File: src/rtl/VX_gpu_pkg.sv
// Shared types and constants for the scheduler perf producer.
// Holds the per-cycle event struct, default widths and reset values.
// Ports: none (package).
package VX_gpu_pkg;

  localparam int DEF_NUM_WARPS     = 4;
  localparam int DEF_PERF_CTR_BITS = 44;

  typedef struct packed {
    logic idle;
    logic stall;
  } sched_perf_event_t;

  localparam sched_perf_event_t SCHED_PERF_EVENT_RST = '{idle: 1'b0, stall: 1'b0};
  localparam logic MASK_RST_BIT   = 1'b0;
  localparam logic PERF_EVENT_RST = 1'b0;

  // Width of an index into n items, never less than one bit.
  function automatic int log2up(input int n);
    return (n > 1) ? $clog2(n) : 1;
  endfunction

endpackage

File: src/rtl/VX_perf_accum.sv
// Two-stage event counter: registers the event bit, then adds it to a wrapping counter.
// Ports: clk, reset (sync, high), clear (sync), inc (event this cycle), count.
// Latency 2 cycles from inc to count; no backpressure, free-running.
module VX_perf_accum
  import VX_gpu_pkg::*;
#(
  parameter int CTR_W = DEF_PERF_CTR_BITS
) (
  input  logic             clk,
  input  logic             reset,
  input  logic             clear,
  input  logic             inc,
  output logic [CTR_W-1:0] count
);

  logic inc_q;

  // Clearing the staged bit as well as the counter drops the event from
  // the clear cycle and the one already in flight.
  always_ff @(posedge clk) begin
    if (reset || clear) begin
      inc_q <= PERF_EVENT_RST;
      count <= '0;
    end else begin
      inc_q <= inc;
      count <= count + CTR_W'(inc_q);
    end
  end

endmodule

File: src/rtl/vx_sched_perf.sv
// Scheduler perf producer: active/stalled warp masks plus idle/stall cycle counters.
// Ports: spawn/halt and stall set/clear events in; masks (next-state) and counters out.
// Masks update in 1 cycle, counters have 2-cycle latency; no handshakes, free-running.
module vx_sched_perf
  import VX_gpu_pkg::*;
#(
  parameter int NUM_WARPS = DEF_NUM_WARPS,
  parameter int CTR_W     = DEF_PERF_CTR_BITS,
  parameter int WID_W     = log2up(NUM_WARPS)
) (
  input  logic                 clk,
  input  logic                 reset,
  input  logic                 spawn_valid,
  input  logic [NUM_WARPS-1:0] spawn_mask,
  input  logic                 halt_valid,
  input  logic [WID_W-1:0]     halt_wid,
  input  logic                 stall_set_valid,
  input  logic [WID_W-1:0]     stall_set_wid,
  input  logic                 stall_clr_valid,
  input  logic [WID_W-1:0]     stall_clr_wid,
  input  logic                 sched_valid,
  input  logic                 sched_ready,
  input  logic                 perf_clear,
  output logic [CTR_W-1:0]     sched_idles,
  output logic [CTR_W-1:0]     sched_stalls,
  output logic [NUM_WARPS-1:0] active_warps_n,
  output logic [NUM_WARPS-1:0] stalled_warps_n
);

  logic [NUM_WARPS-1:0] active_r;
  logic [NUM_WARPS-1:0] stalled_r;
  logic [NUM_WARPS-1:0] halt_oh;
  logic [NUM_WARPS-1:0] set_oh;
  logic [NUM_WARPS-1:0] clr_oh;
  sched_perf_event_t    ev;

  // One-hot decode only covers real warps, so an out-of-range wid
  // matches nothing and the event has no effect.
  always_comb begin
    halt_oh = '0;
    set_oh  = '0;
    clr_oh  = '0;
    for (int i = 0; i < NUM_WARPS; i++) begin
      halt_oh[i] = halt_valid      && (halt_wid      == WID_W'(i));
      set_oh[i]  = stall_set_valid && (stall_set_wid == WID_W'(i));
      clr_oh[i]  = stall_clr_valid && (stall_clr_wid == WID_W'(i));
    end
  end

  // Spawn is OR'ed in after the halt, so it wins on the same warp; set is
  // OR'ed after the clear likewise. Stalls are masked by the new active set.
  always_comb begin
    active_warps_n  = (active_r & ~halt_oh) | (spawn_mask & {NUM_WARPS{spawn_valid}});
    stalled_warps_n = ((stalled_r & ~clr_oh) | set_oh) & active_warps_n;
  end

  always_ff @(posedge clk) begin
    if (reset) begin
      active_r  <= {NUM_WARPS{MASK_RST_BIT}};
      stalled_r <= {NUM_WARPS{MASK_RST_BIT}};
    end else begin
      active_r  <= active_warps_n;
      stalled_r <= stalled_warps_n;
    end
  end

  // Stage-0 events; suppressed during reset so nothing leaks into the counters.
  always_comb begin
    ev       = SCHED_PERF_EVENT_RST;
    ev.idle  = ~reset & ~sched_valid;
    ev.stall = ~reset & sched_valid & ~sched_ready;
  end

  VX_perf_accum #(.CTR_W(CTR_W)) u_idles (
    .clk   (clk),
    .reset (reset),
    .clear (perf_clear),
    .inc   (ev.idle),
    .count (sched_idles)
  );

  VX_perf_accum #(.CTR_W(CTR_W)) u_stalls (
    .clk   (clk),
    .reset (reset),
    .clear (perf_clear),
    .inc   (ev.stall),
    .count (sched_stalls)
  );

endmodule
File: config.mk
export PLATFORM = sky130hd
export DESIGN_NAME = vx_sched_perf
export DESIGN_NICKNAME = d
export VERILOG_FILES = /design/src/rtl/VX_gpu_pkg.sv /design/src/rtl/VX_perf_accum.sv /design/src/rtl/vx_sched_perf.sv
export SDC_FILE = /design/constraint.sdc
export NUM_CORES = 1
export LEC_CHECK = 0
export ABC_AREA = 1
export BUFFER_PORTS_ARGS = -buffer_cell sky130_fd_sc_hd__buf_2
export CORE_MARGIN = 1.5
export CORE_UTILIZATION = 55
export DETAILED_ROUTE_END_ITERATION = 8
export PLACE_DENSITY = 0.81
export SKIP_LAST_GASP = 1
export SYNTH_ARGS = -nofsm -noshare
export SYNTH_HDL_FRONTEND = slang
export SYNTH_HIERARCHICAL = 1
export SYNTH_SLANG_ARGS = --single-unit
export TNS_END_PERCENT = 5
File: constraint.sdc
create_clock -name clk -period 1.7 [get_ports clk]
set_input_delay 0.085 -clock clk [delete_from_list [all_inputs] [get_ports clk]]
set_output_delay 0.085 -clock clk [all_outputs]
set_load 0.005 [all_outputs]
# == Yosys cells after proc, flatten, opt, wreduce, memory -nomap -nowiden ==
# Cells that the tools add are included.
# classes
order_cmp,0
multipliers,0
n_shift,0
n_addsub,2
muxes,0
n_reduce_logical,16
bitwise,14
div_mod_pow,0
n_eq_ne,9
# op_table
op,n
44-bit by 1-bit adder with 44-bit output,2
4-bit AND,4
2-bit == test (second input constant),6
1-bit logical AND,12
4-bit inverter,2
4-bit OR,2
2-bit by 1-bit == test with 1-bit output (second input constant),3
2-bit zero test,3
1-bit AND,3
1-bit inverter,3
1-bit logical OR,1
# word_totals
ff_bits,98
in_bits,19
latch_bits,0
rom_bits,0
word_cells,47
n_memories,0
output_inout_bits,96
ram_bits,0

# == Depth between registers and ports, before layout ==
# Gate-level depths: netlist of the first run.
# depth
word_depth,6
mapped_depth,12
depth_no_buf,12

# == By module ==
# Netlist of the first run, hierarchy kept.
# by_module_without_submodules
module,area_per_inst_um2,cells_per_inst,n_inst
VX_perf_accum at u_idles,2513.7,380,1
VX_perf_accum at u_stalls,2489.9,382,1
vx_sched_perf,449.2,73,1

# == Worst setup path after synthesis of the first run ==
# No wires, ideal clock.
# synth_path
path_kind,reg2reg
from,register u_stalls.count[0]
to,register u_stalls.count[30]
arrival_time_ps,1450
path_stages_with_launch,12
path_slack_ps,122
n_path_buf,0
setup_ps,128
required_ps,1572
path_cell_list,dfxtp_1 -> ha_1 -> ha_1 -> nand2_2 -> nor2_8 -> nand2_4 -> nor2_4 -> nand2_2 -> nor2_1 -> nand2_1 -> nand2_1 -> nor2_1
# synth_via
elab_chain_cells,1
# synth_rtl
element,line_no,rtl
start: declaration,VX_perf_accum.sv:13,output logic [CTR_W-1:0] count
start signal: assignment,VX_perf_accum.sv:26,count <= count + CTR_W'(inc_q);
44-bit by 1-bit adder with 44-bit output,VX_perf_accum.sv:26,
# No other way between the ends.
# A chain may end at the register's enable or synchronous reset.

# == Worst setup path in the final report of the first run ==
# layout_path
from,register u_idles.count[0]
to,register u_idles.count[12]
# layout_via
elab_chain_cells,1
# layout_rtl
element,line_no
start: declaration,VX_perf_accum.sv:13
start signal: assignment,VX_perf_accum.sv:26
44-bit by 1-bit adder with 44-bit output,VX_perf_accum.sv:26
# No other way between the ends.

==> results of run 1 <==
-- sequential cells by signal (all words and copies together), names as in the netlist --
register,count
u_stalls/count,44
stalled_r,4
u_stalls/inc_q,1
u_idles/count,44
u_idles/inc_q,1
active_r,4
-- stage by stage --
stage                     setup TNS [ns]  hold slack, ns  power, mW
after detailed placement         -0.0224           0.327       2.53
after global placement                 0           0.327       2.52
final                                  0          0.0319       4.04
after CTS                       -0.00431          0.0104       4.07
after floorplan                        0           0.152       2.46
after global routing              -0.476          0.0656       4.20
-- cell type report --
cell class | instances | share of cell area [%]
multi-input combinational | 629 | 48.0
sequential | 98 | 30.0
timing repair buffer | 130 | 10.6
inverter | 101 | 5.78
tap | 133 | 2.54
clock buffer | 9 | 1.89
clock inverter | 7 | 1.16
-- worst reg2reg max path, stage by stage (launching register included) --
cell     delay, ns
dfxtp_2       0.34
ha_2          0.21
ha_4          0.15
nand2_2       0.07
nor2_4        0.17
nand2_4       0.10
nor2_1        0.25
a21oi_1       0.11
nor3_1        0.16
-- synth_stat cells, drive strengths merged --
| cell type | instances | area, µm² |
|---|---|---|
| and2 | 5 | 31.3 |
| dfxtp | 98 | 1960 |
| nand2 | 244 | 1030 |
| a31oi | 4 | 25.0 |
| and3 | 1 | 6.26 |
| a21oi | 34 | 174 |
| xor2 | 11 | 96.3 |
| clkinv | 2 | 7.51 |
| inv | 99 | 372 |
| nand3 | 39 | 195 |
| o21ai | 17 | 85.1 |
| ha | 4 | 50.1 |
| buf | 2 | 7.51 |
| nor3 | 7 | 35.0 |
| nand3b | 3 | 22.5 |
| a211oi | 1 | 7.51 |
| o21bai | 9 | 90.1 |
| o21a | 3 | 22.5 |
| clkbuf | 5 | 18.8 |
| xnor2 | 5 | 43.8 |
| nand4 | 27 | 169 |
| nor2 | 215 | 1000 |
-- per-layer routing --
metal / routed length [µm] / part of all wire [%]
met1: 6090 / 44
met2: 6580 / 47
met3: 819 / 5.9
met4: 465 / 3.3
met5: 0 / 0
-- path summary, 6_finish.rpt --
check | startpoint | to | slack, ns | cells after the start
min | spawn_mask[2] | active_r[2] | 0.03 | 3
min reg2reg | u_stalls/count[5] | u_stalls/count[5] | 0.51 | 2
max reg2reg | u_idles/count[0] | u_idles/count[12] | 0.07 | 8
max | u_idles/count[0] | u_idles/count[12] | 0.07 | 8
-- what timing repair did --
item | CTS | global route
buffers inserted | 1 | 1
endpoints found under the setup margin | 7 | 32
hold endpoints to repair | 4 | 0
hold buffers | 3 | 0
resized for setup | 4 | 12
pin swaps | 1 | 3
-- where the power goes --
| part | internal (mW) | switching, mW |
|---|---|---|
| Combinational | 0.0638 | 0.107 |
| Sequential | 2.30 | 0.00398 |
| Clock | 0.697 | 0.861 |
-- cell families after synthesis --
kind of cell             count (synthesis)  synth area share [%]
AO/OA/AOI/OAI                           68                  7.41
adder cells (fa/ha/maj)                  4                 0.918
buffers and inverters                  108                  7.43
XOR/XNOR                                16                  2.57
AND/OR/NAND/NOR                        541                  45.7
flip-flops                              98                  36.0
==> flow_metrics.env, run 1 <==
export IMPL_tightest_slew_ns=0.831
export IMPL_start_util_pct=56.3
export IMPL_fin_ws_ns=0.0749
export IMPL_crit_path_end_kind="flop"
export IMPL_clock_sinks=98
export IMPL_hp_class="in -> reg"
export IMPL_place_inst=1086
export IMPL_dp_worst_setup_slack_ns=-0.0224
export IMPL_fillers=886
export IMPL_die_y_um=103
export IMPL_status="complete, no violations"
export IMPL_vias=5660
export IMPL_final_common_cell="nand2_1"
export IMPL_drt_iter0_markers=211
export IMPL_met2_usage_pct=46.9
export IMPL_worstPathCellList="ha_2, ha_4, nand2_2, nor2_4, nand2_4, nor2_1, a21oi_1, nor3_1"
export IMPL_post_route_util_pct=67.7
export IMPL_syn_to_final_growth_pct=20.3
export IMPL_cts_buffers=9
export IMPL_clock_skew_final_ns=0.0141
export IMPL_cts_max_level=3
export IMPL_drt_first_pass_iters=5
export IMPL_drc=0
export IMPL_required_ns=1.99
export IMPL_seq_area_um2=1960
export IMPL_p_leak_nw=2.90
export IMPL_use_met1_pct=34.3
export IMPL_critical_path_class="reg -> reg"
export IMPL_maxCapViolations=0
export IMPL_crit_path_start_kind="flop"
export IMPL_drtAntennaViolNets=0
export IMPL_num_antenna_cells=0
export IMPL_ys_ff_latch=98
export IMPL_clk_pin_slew_worst_paths_ns=0.10
export IMPL_ir_worst_vdd_uv=565
export IMPL_ys_warn_count=6
export IMPL_avgRoutedWirePerCell_um=12.6
export IMPL_synth_nets=858
export IMPL_rsz0062_at_grt="yes"
export IMPL_hpwl_mm=10.7
export IMPL_antenna_found_initial=0
export IMPL_clockBufferDepth=2
export IMPL_gp_congestion=0.913
export IMPL_grt_max_degree=25
export IMPL_dieArea_um2=10500
export IMPL_via_per_inst=5.11
export IMPL_final_hold_viol_count=0
export IMPL_multi_input_area_um2=3150
export IMPL_critPathTopFamily="simple AND/OR/NAND/NOR gates"
export IMPL_powerDensity_nw_per_um2=615
export IMPL_slowest_delay_ns=0.34
export IMPL_clock_latency_ns=0.37
export IMPL_period_needed_ns=1.63
export IMPL_synthCells=835
export IMPL_final_cell_mix="nand2_1 (214), nor2_1 (176), buf_2 (114), inv_1 (96), dfxtp_1 (96)"
export IMPL_setup_viol=0
export IMPL_drt_total_wl_mm=13.9
export IMPL_overflow=0
export IMPL_drive_gt1_share_pct=23.5
export IMPL_path_buf_inv=0
export IMPL_die_w_um=103
export IMPL_portBuffers=114
export IMPL_relSlewSlack_pct=44.5
export IMPL_avgSynthCellArea_um2=6.53
export IMPL_grt_pass1_wl_mm=22.8
export IMPL_cpMaxStageDelayCell="dfxtp_2"
export IMPL_fin_cells=1107
export IMPL_fmax_mhz=615
export IMPL_fin_crit_sh_pct=95.6
export IMPL_core_um2=9680
export IMPL_crit_fanout=3
export IMPL_cts_tree="yes"
export IMPL_num_rows=36
export IMPL_cts_root_buf="clkbuf_8"
export IMPL_grt_busiest_layer="met2"
export IMPL_nets=992
export IMPL_gr_usage_met3_pct=3.59
export IMPL_fin_area_um2=6560
export IMPL_gr_usage_all_layers_pct=27.4
export IMPL_worstPathArrival_ns=1.92
export IMPL_io_pins=115
export IMPL_maxSlewViolCount=0
export IMPL_mappedNetlistArea_um2=5450
export IMPL_ys_seq_area_share_pct=36.0
export IMPL_grt_pass1_vias=5041
export IMPL_synth_cell_types=31
export IMPL_placed_area_um2=6250
No activity file was read; power rests on OpenSTA's default activity.
==> run 2, diff against run 1 <==
Settings changed: SYNTH_HIERARCHICAL 1 to unset.
==> flow_metrics.env, run 2 <==
export IMPL_status="complete, no violations"
export IMPL_p_leak_nw=2.77
export IMPL_synth_compound_area_share_pct=7.03
export IMPL_fillers=825
export IMPL_io_pins=115
export IMPL_p_int_mw=3.18
export IMPL_synth_top_area_share_pct=36.6
export IMPL_synth_cell_types=32
export IMPL_synth_top_family_by_area="simple AND/OR/NAND/NOR gates"
export IMPL_clockBufferDepth=2
export IMPL_synth_area_leaders="dfxtp_1 (37%), nand2_1 (15%), nor2_1 (13%), inv_1 (6.3%), nand3_1 (4.2%)"
export IMPL_synth_edf_count=0
export IMPL_synthCells=829
export IMPL_ff2ff_path_depth=11
export IMPL_seq_power_share_pct=56.2
export IMPL_required_ns=1.97
export IMPL_timing_reg2reg_setup_slack_ns=0.04
export IMPL_cts_tree="yes"
export IMPL_ir_worst_vdd_uv=407
export IMPL_synth_nets=852
export IMPL_tightest_slew_ns=0.322
export IMPL_cts_root_buf="clkbuf_8"
export IMPL_worstPathArrival_ns=1.93
export IMPL_power_switching_mw=0.930
export IMPL_core_um2=9330
export IMPL_hold_start="spawn_valid"
export IMPL_crit_top_cell="nand2_2"
export IMPL_clock_sinks=98
export IMPL_cts_buffers=9
export IMPL_setup_viol=0
export IMPL_crit_fanout=6
export IMPL_swShare_pct=22.6
export IMPL_num_antenna_cells=0
export IMPL_drive_gt1_share_pct=22.9
export IMPL_synth_xor_area_share_pct=2.78
export IMPL_clock_skew_final_ns=0.0111
export IMPL_drtAntennaViolNets=0
export IMPL_antenna_found_initial=0
export IMPL_gr_usage_all_layers_pct=29.0
export IMPL_reg2reg_to="u_stalls.count[38]"
export IMPL_relSlewSlack_pct=78.4
export IMPL_crit_path_end_kind="flop"
export IMPL_mappedNetlistArea_um2=5360
export IMPL_r2r_start="u_stalls.count[0]"
export IMPL_ys_flop_type="dfxtp_1"
export IMPL_min_to="active_r[2]"
export IMPL_dieArea_um2=10300
export IMPL_hpwl_mm=10.6
export IMPL_drt_total_wl_mm=14.5
export IMPL_crit_path_start_kind="flop"
export IMPL_clk_pin_slew_worst_paths_ns=0.10
export IMPL_final_hold_viol_count=0
export IMPL_synth_largest_area_cell="dfxtp_1"
export IMPL_start_util_pct=57.5
export IMPL_grt_pass1_vias=5204
export IMPL_rsz0062_at_grt="yes"
export IMPL_synth_mux_area_share_pct=0
export IMPL_portBuffers=114
export IMPL_final_common_cell="nand2_1"
export IMPL_synthAdderAreaFrac_pct=0.934
export IMPL_ys_ff_latch=98
export IMPL_period_needed_ns=1.66
export IMPL_syn_to_final_growth_pct=23.1
export IMPL_avgRoutedWirePerCell_um=13.2
export IMPL_worstPathCellList="ha_4, ha_4, nand2_2, nor2_4, nand2_2, nor2_4, nand2_2, nor2_2, nand2_1, nand2_1, nor2_1"
export IMPL_die_y_um=102
export IMPL_grt_pass1_wl_mm=23.7
export IMPL_synthArstFlopShare_pct=0
export IMPL_cts_max_level=3
export IMPL_synthTopCellsByCount="nand2_1 (218), nor2_1 (187), dfxtp_1 (98)"
export IMPL_num_rows=35
export IMPL_reg_top3="u_idles.count x44, u_stalls.count x44"
export IMPL_avgSynthCellArea_um2=6.47
export IMPL_critical_path_class="reg -> reg"
export IMPL_drc=0
export IMPL_drt_first_pass_iters=6
export IMPL_ys_warn_count=0
export IMPL_slowest_delay_ns=0.36
export IMPL_nets=987
export IMPL_final_cell_mix="nand2_1 (215), nor2_1 (180), buf_2 (114), dfxtp_1 (96), inv_1 (90)"
export IMPL_gp_congestion=0.908
export IMPL_post_route_util_pct=70.7
export IMPL_synthSimpleGateAreaFrac_pct=45.4
export IMPL_ys_seq_area_share_pct=36.6
export IMPL_maxSlewViolCount=0
export IMPL_hp_class="in -> reg"
export IMPL_overflow=0
export IMPL_die_w_um=102
export IMPL_powerDensity_nw_per_um2=623
export IMPL_via_per_inst=5.07
export IMPL_hold_depth=3
export IMPL_drt_iter0_markers=182
export IMPL_critPathTopFamily="simple AND/OR/NAND/NOR gates"
export IMPL_grt_max_degree=49
export IMPL_cpMaxStageDelayCell="dfxtp_2"
export IMPL_path_buf_inv=0
export IMPL_fin_cells=1098
export IMPL_vias=5569
export IMPL_place_inst=1069
export IMPL_clock_latency_ns=0.38
export IMPL_combPwrFrac_pct=4.1
export IMPL_maxCapViolations=0
export IMPL_fin_crit_sh_pct=97.4
export IMPL_fmax_mhz=604
export IMPL_yosysMostFrequentCell="nand2_1"
export IMPL_clock_power_share_pct=39.7
==> run 2: cell types whose count changed in the layout (fill, tap and decap cells not counted), moves of 6 or more <==
cell      change
a21oi_1       +7
nand4_1      -12
nand3b_1      +6
o21bai_2      -6
nand2_2       -8
inv_1         -6
==> run 2: power by group through the flow <==
| stage | Combinational (mW) | Sequential [mW] | Clock [mW] |
|---|---|---|---|
| floorplan | 0.0854 | 2.36 | 0 |
| global placement | 0.154 | 2.36 | 0 |
| detailed placement | 0.156 | 2.36 | 0 |
| CTS | 0.166 | 2.31 | 1.65 |
| global route | 0.189 | 2.31 | 1.74 |
| finish | 0.168 | 2.31 | 1.63 |
==> run 2: repair_timing <==
item,in CTS,in global routing
buffers inserted,1,6
gates cloned,0,0
endpoints found under the setup margin,1,32
endpoints found under the hold margin,7,0
gates resized for setup,0,32
pin swaps,1,12
hold buffers,6,0
==> run 2: logic make-up after synthesis <==
family,count (synthesis)
compound gates,69
xor+xnor,17
fa+ha+maj,4
buf+inv,103
flops,98
simple gates,538
==> run 2: worst min-delay path, delay by kind of cell <==
kind | cells | cell delay (ns)
buffers and inverters | 1 | 0.13
AND/OR/NAND/NOR | 1 | 0.07
AO/OA/AOI/OAI | 1 | 0.06
==> run 2: layer usage <==
| metal | wire [µm] | share of wire [%] | global-route usage, % | up-vias |
|---|---|---|---|---|
| li1 | - | - | - | 2867 |
| met1 | 6220 | 43 | 34.7 | 2481 |
| met2 | 7140 | 49 | 51.8 | 190 |
| met3 | 800 | 5.5 | 5.18 | 31 |
| met4 | 321 | 2.2 | 10.5 | 0 |
| met5 | 0 | 0 | 0 | - |
==> run 2: per-stage QoR <==
step	area, µm²	hold slack [ns]	setup TNS (ns)	setup WS (ns)	power [mW]
CTS	6410	0.00749	0	0.00487	4.12
floorplan	5360	0.154	0	0.134	2.45
finish	6600	0.00980	0	0.0446	4.11
global route	6600	0.0368	-0.343	-0.0655	4.24
detailed placement	6130	0.248	0	0.0248	2.52
global placement	6130	0.247	0	0.0922	2.52
==> run 2: worst max-delay path by stage <==
stage                            startpoint            endpoint  slack [ns]  cells past startpoint
after floorplan            u_idles.count[0]   u_idles.count[20]        0.13                      9
after global placement    u_stalls.count[0]  u_stalls.count[38]        0.09                     11
after global routing      u_stalls.count[0]  u_stalls.count[37]       -0.07                      9
after CTS                 u_stalls.count[0]  u_stalls.count[40]       0.005                     11
final                     u_stalls.count[0]  u_stalls.count[38]        0.04                     11
after detailed placement   u_idles.count[0]   u_idles.count[20]        0.02                      9
==> run 2: cell type report <==
class / instances / area, µm² / share of cell area [%]
multi-input combinational: 628 / 3150 / 47.7
sequential: 98 / 1960 / 29.8
clock inverter: 3 / 46.3 / 0.702
tap: 129 / 161 / 2.45
clock buffer: 13 / 169 / 2.56
timing repair buffer: 133 / 753 / 11.4
inverter: 94 / 355 / 5.39
==> run 3, diff against run 2 <==
Settings changed: CORE_ASPECT_RATIO set to 1.25, CORE_UTILIZATION 55 to 59, GPL_TIMING_DRIVEN set to 0, PLACE_DENSITY 0.81 to 0.86.
Clock period 1.7 ns to 2.1 ns, I/O delays scaled along.
==> flow_metrics.env, run 3 (synthesis gave the netlist of run 2 again) <==
export IMPL_status="complete, no violations"
export IMPL_setup_tns_ns=0
export IMPL_gp_congestion=0.971
export IMPL_syn_to_final_growth_pct=18.3
export IMPL_r2r_start="u_stalls.count[0]"
export IMPL_io_pins=115
export IMPL_num_rows=38
export IMPL_fin_cells=1084
export IMPL_cts_max_level=3
export IMPL_p_total_mw=3.34
export IMPL_drtAntennaViolNets=0
export IMPL_grt_pass1_wl_mm=23.0
export IMPL_place_inst=1063
export IMPL_cts_tree="yes"
export IMPL_num_antenna_cells=0
export IMPL_whs_ns=0.0244
export IMPL_die_y_um=110
export IMPL_seq_power_share_pct=55.8
export IMPL_timing_reg2reg_setup_slack_ns=0.33
export IMPL_hpwl_mm=10.7
export IMPL_hp_class="in -> reg"
export IMPL_maxCapViolations=0
export IMPL_avgRoutedWirePerCell_um=13.1
export IMPL_drt_iter0_markers=240
export IMPL_fin_crit_sh_pct=87.1
export IMPL_drc=0
export IMPL_ff2ff_path_depth=11
export IMPL_die_w_um=88.3
export IMPL_drive_gt1_share_pct=19.9
export IMPL_clockBufferDepth=2
export IMPL_clk_pin_slew_worst_paths_ns=0.09
export IMPL_worstPathCellList="dlygate4sd3_1, buf_2, nor2_2, clkbuf_2, nand2_1, nor2_1, dlygate4sd3_1"
export IMPL_tightest_slew_ns=0.642
export IMPL_gr_usage_all_layers_pct=30.8
export IMPL_final_common_cell="nand2_1"
export IMPL_power_switching_mw=0.757
export IMPL_start_util_pct=61.3
export IMPL_crit_path_end_kind="flop"
export IMPL_fmax_mhz=547
export IMPL_clock_sinks=98
export IMPL_overflow=0
export IMPL_antenna_found_initial=0
export IMPL_reg_top3="u_idles.count x44, u_stalls.count x44"
export IMPL_crit_fanout=10
export IMPL_final_hold_viol_count=0
export IMPL_rsz0062_at_grt="no"
export IMPL_swShare_pct=22.6
export IMPL_required_ns=2.43
export IMPL_p_int_mw=2.59
export IMPL_p_leak_nw=2.68
export IMPL_maxSlewViolCount=0
export IMPL_grt_max_degree=16
export IMPL_nets=982
export IMPL_clock_skew_final_ns=0.00961
export IMPL_powerDensity_nw_per_um2=527
export IMPL_cts_buffers=9
export IMPL_period_needed_ns=1.83
export IMPL_cpMaxStageDelayCell="dlygate4sd3_1"
export IMPL_combPwrFrac_pct=4.1
export IMPL_drt_first_pass_iters=5
export IMPL_critical_path_class="in -> reg"
export IMPL_setup_viol=0
export IMPL_cts_root_buf="clkbuf_8"
export IMPL_final_cell_mix="nand2_1 (218), nor2_1 (187), buf_2 (118), dfxtp_1 (98), inv_1 (90)"
export IMPL_ir_worst_vdd_uv=377
export IMPL_core_um2=8750
export IMPL_drt_total_wl_mm=14.3
export IMPL_clock_power_share_pct=40.1
export IMPL_via_per_inst=5.17
export IMPL_clock_latency_ns=0.39
export IMPL_crit_path_start_kind="input pin"
export IMPL_portBuffers=114
export IMPL_slowest_delay_ns=0.55
export IMPL_dieArea_um2=9670
export IMPL_worstSetupEndpoint="u_stalls.inc_q"
export IMPL_worstPathArrival_ns=2.15
export IMPL_relSlewSlack_pct=57.2
export IMPL_reg2reg_to="u_stalls.count[40]"
export IMPL_grt_pass1_vias=5156
export IMPL_crit_start="reset"
export IMPL_vias=5606
export IMPL_crit_top_cell="dlygate4sd3_1"
run 3: cell types whose count changed in the layout (fill, tap and decap cells not counted), sizes merged:
cell and delta:
clkinvlp -1, clkinv +2, dlygate4sd3 -1, buf -9
bufinv +1, clkbuf +3
run 3: metal layers:
metal | global-route usage, % | vias to the layer above | share of wire [%] | routed length, µm
met5 | 0 | - | 0 | 0
met4 | 14.1 | 0 | 3.0 | 425
met3 | 4.58 | 37 | 6.2 | 882
met2 | 56.3 | 209 | 50 | 7190
met1 | 34.8 | 2505 | 40 | 5760
li1 | - | 2855 | - | -
run 3: how the worst min path moves through the flow:
stage                     depth (start not counted)  slack, ns          endpoint         from
final                                             4       0.02  u_idles.count[7]   perf_clear
after global routing                              4       0.05  u_idles.count[7]   perf_clear
after CTS                                         4       0.02  u_idles.count[7]   perf_clear
after detailed placement                          2       0.27    u_stalls.inc_q  sched_ready
after global placement                            2       0.27    u_stalls.inc_q  sched_ready
after floorplan                                   1       0.17       active_r[2]        reset
run 3: critical path: cells and delay by family:
family                 cells  cell delay (ns)
buffers and inverters      4             1.59
and+or+nand+nor            3             0.45
run 3: power groups by stage:
stage                     registers, mW  clock network (mW)  logic, mW
after floorplan                    1.91                   0     0.0692
after global placement             1.91                   0      0.125
after detailed placement           1.91                   0      0.128
after CTS                          1.87                1.35      0.134
after global routing               1.87                1.43      0.151
final                              1.87                1.34      0.136
run 3: cell type report:
cell class	instances	area, µm²
fill	808	2410
timing repair buffer	119	621
clock buffer	11	131
clock inverter	5	78.8
multi-input combinational	628	3010
sequential	98	1960
buffer	9	40.0
inverter	94	353
tap	120	150
run 3: what timing repair did:
action | 4_1_cts | 5_1_grt
hold buffers | 5 | 0
gates resized for setup | 0 | 2
hold endpoints to repair | 6 | 0
setup endpoints to repair | 0 | 1
setup buffers | 0 | 0
run 3: through the flow:
| stage | worst slack [ns] | util, % | instance area [µm²] |
|---|---|---|---|
| after global routing | 0.177 | 72.5 | 6340 |
| after floorplan | 0.534 | - | 5360 |
| after CTS | 0.0797 | 72.5 | 6340 |
| final | 0.271 | 72.5 | 6340 |
| after global placement | 0.380 | 69.5 | 6080 |
| after detailed placement | 0.329 | 69.5 | 6080 |
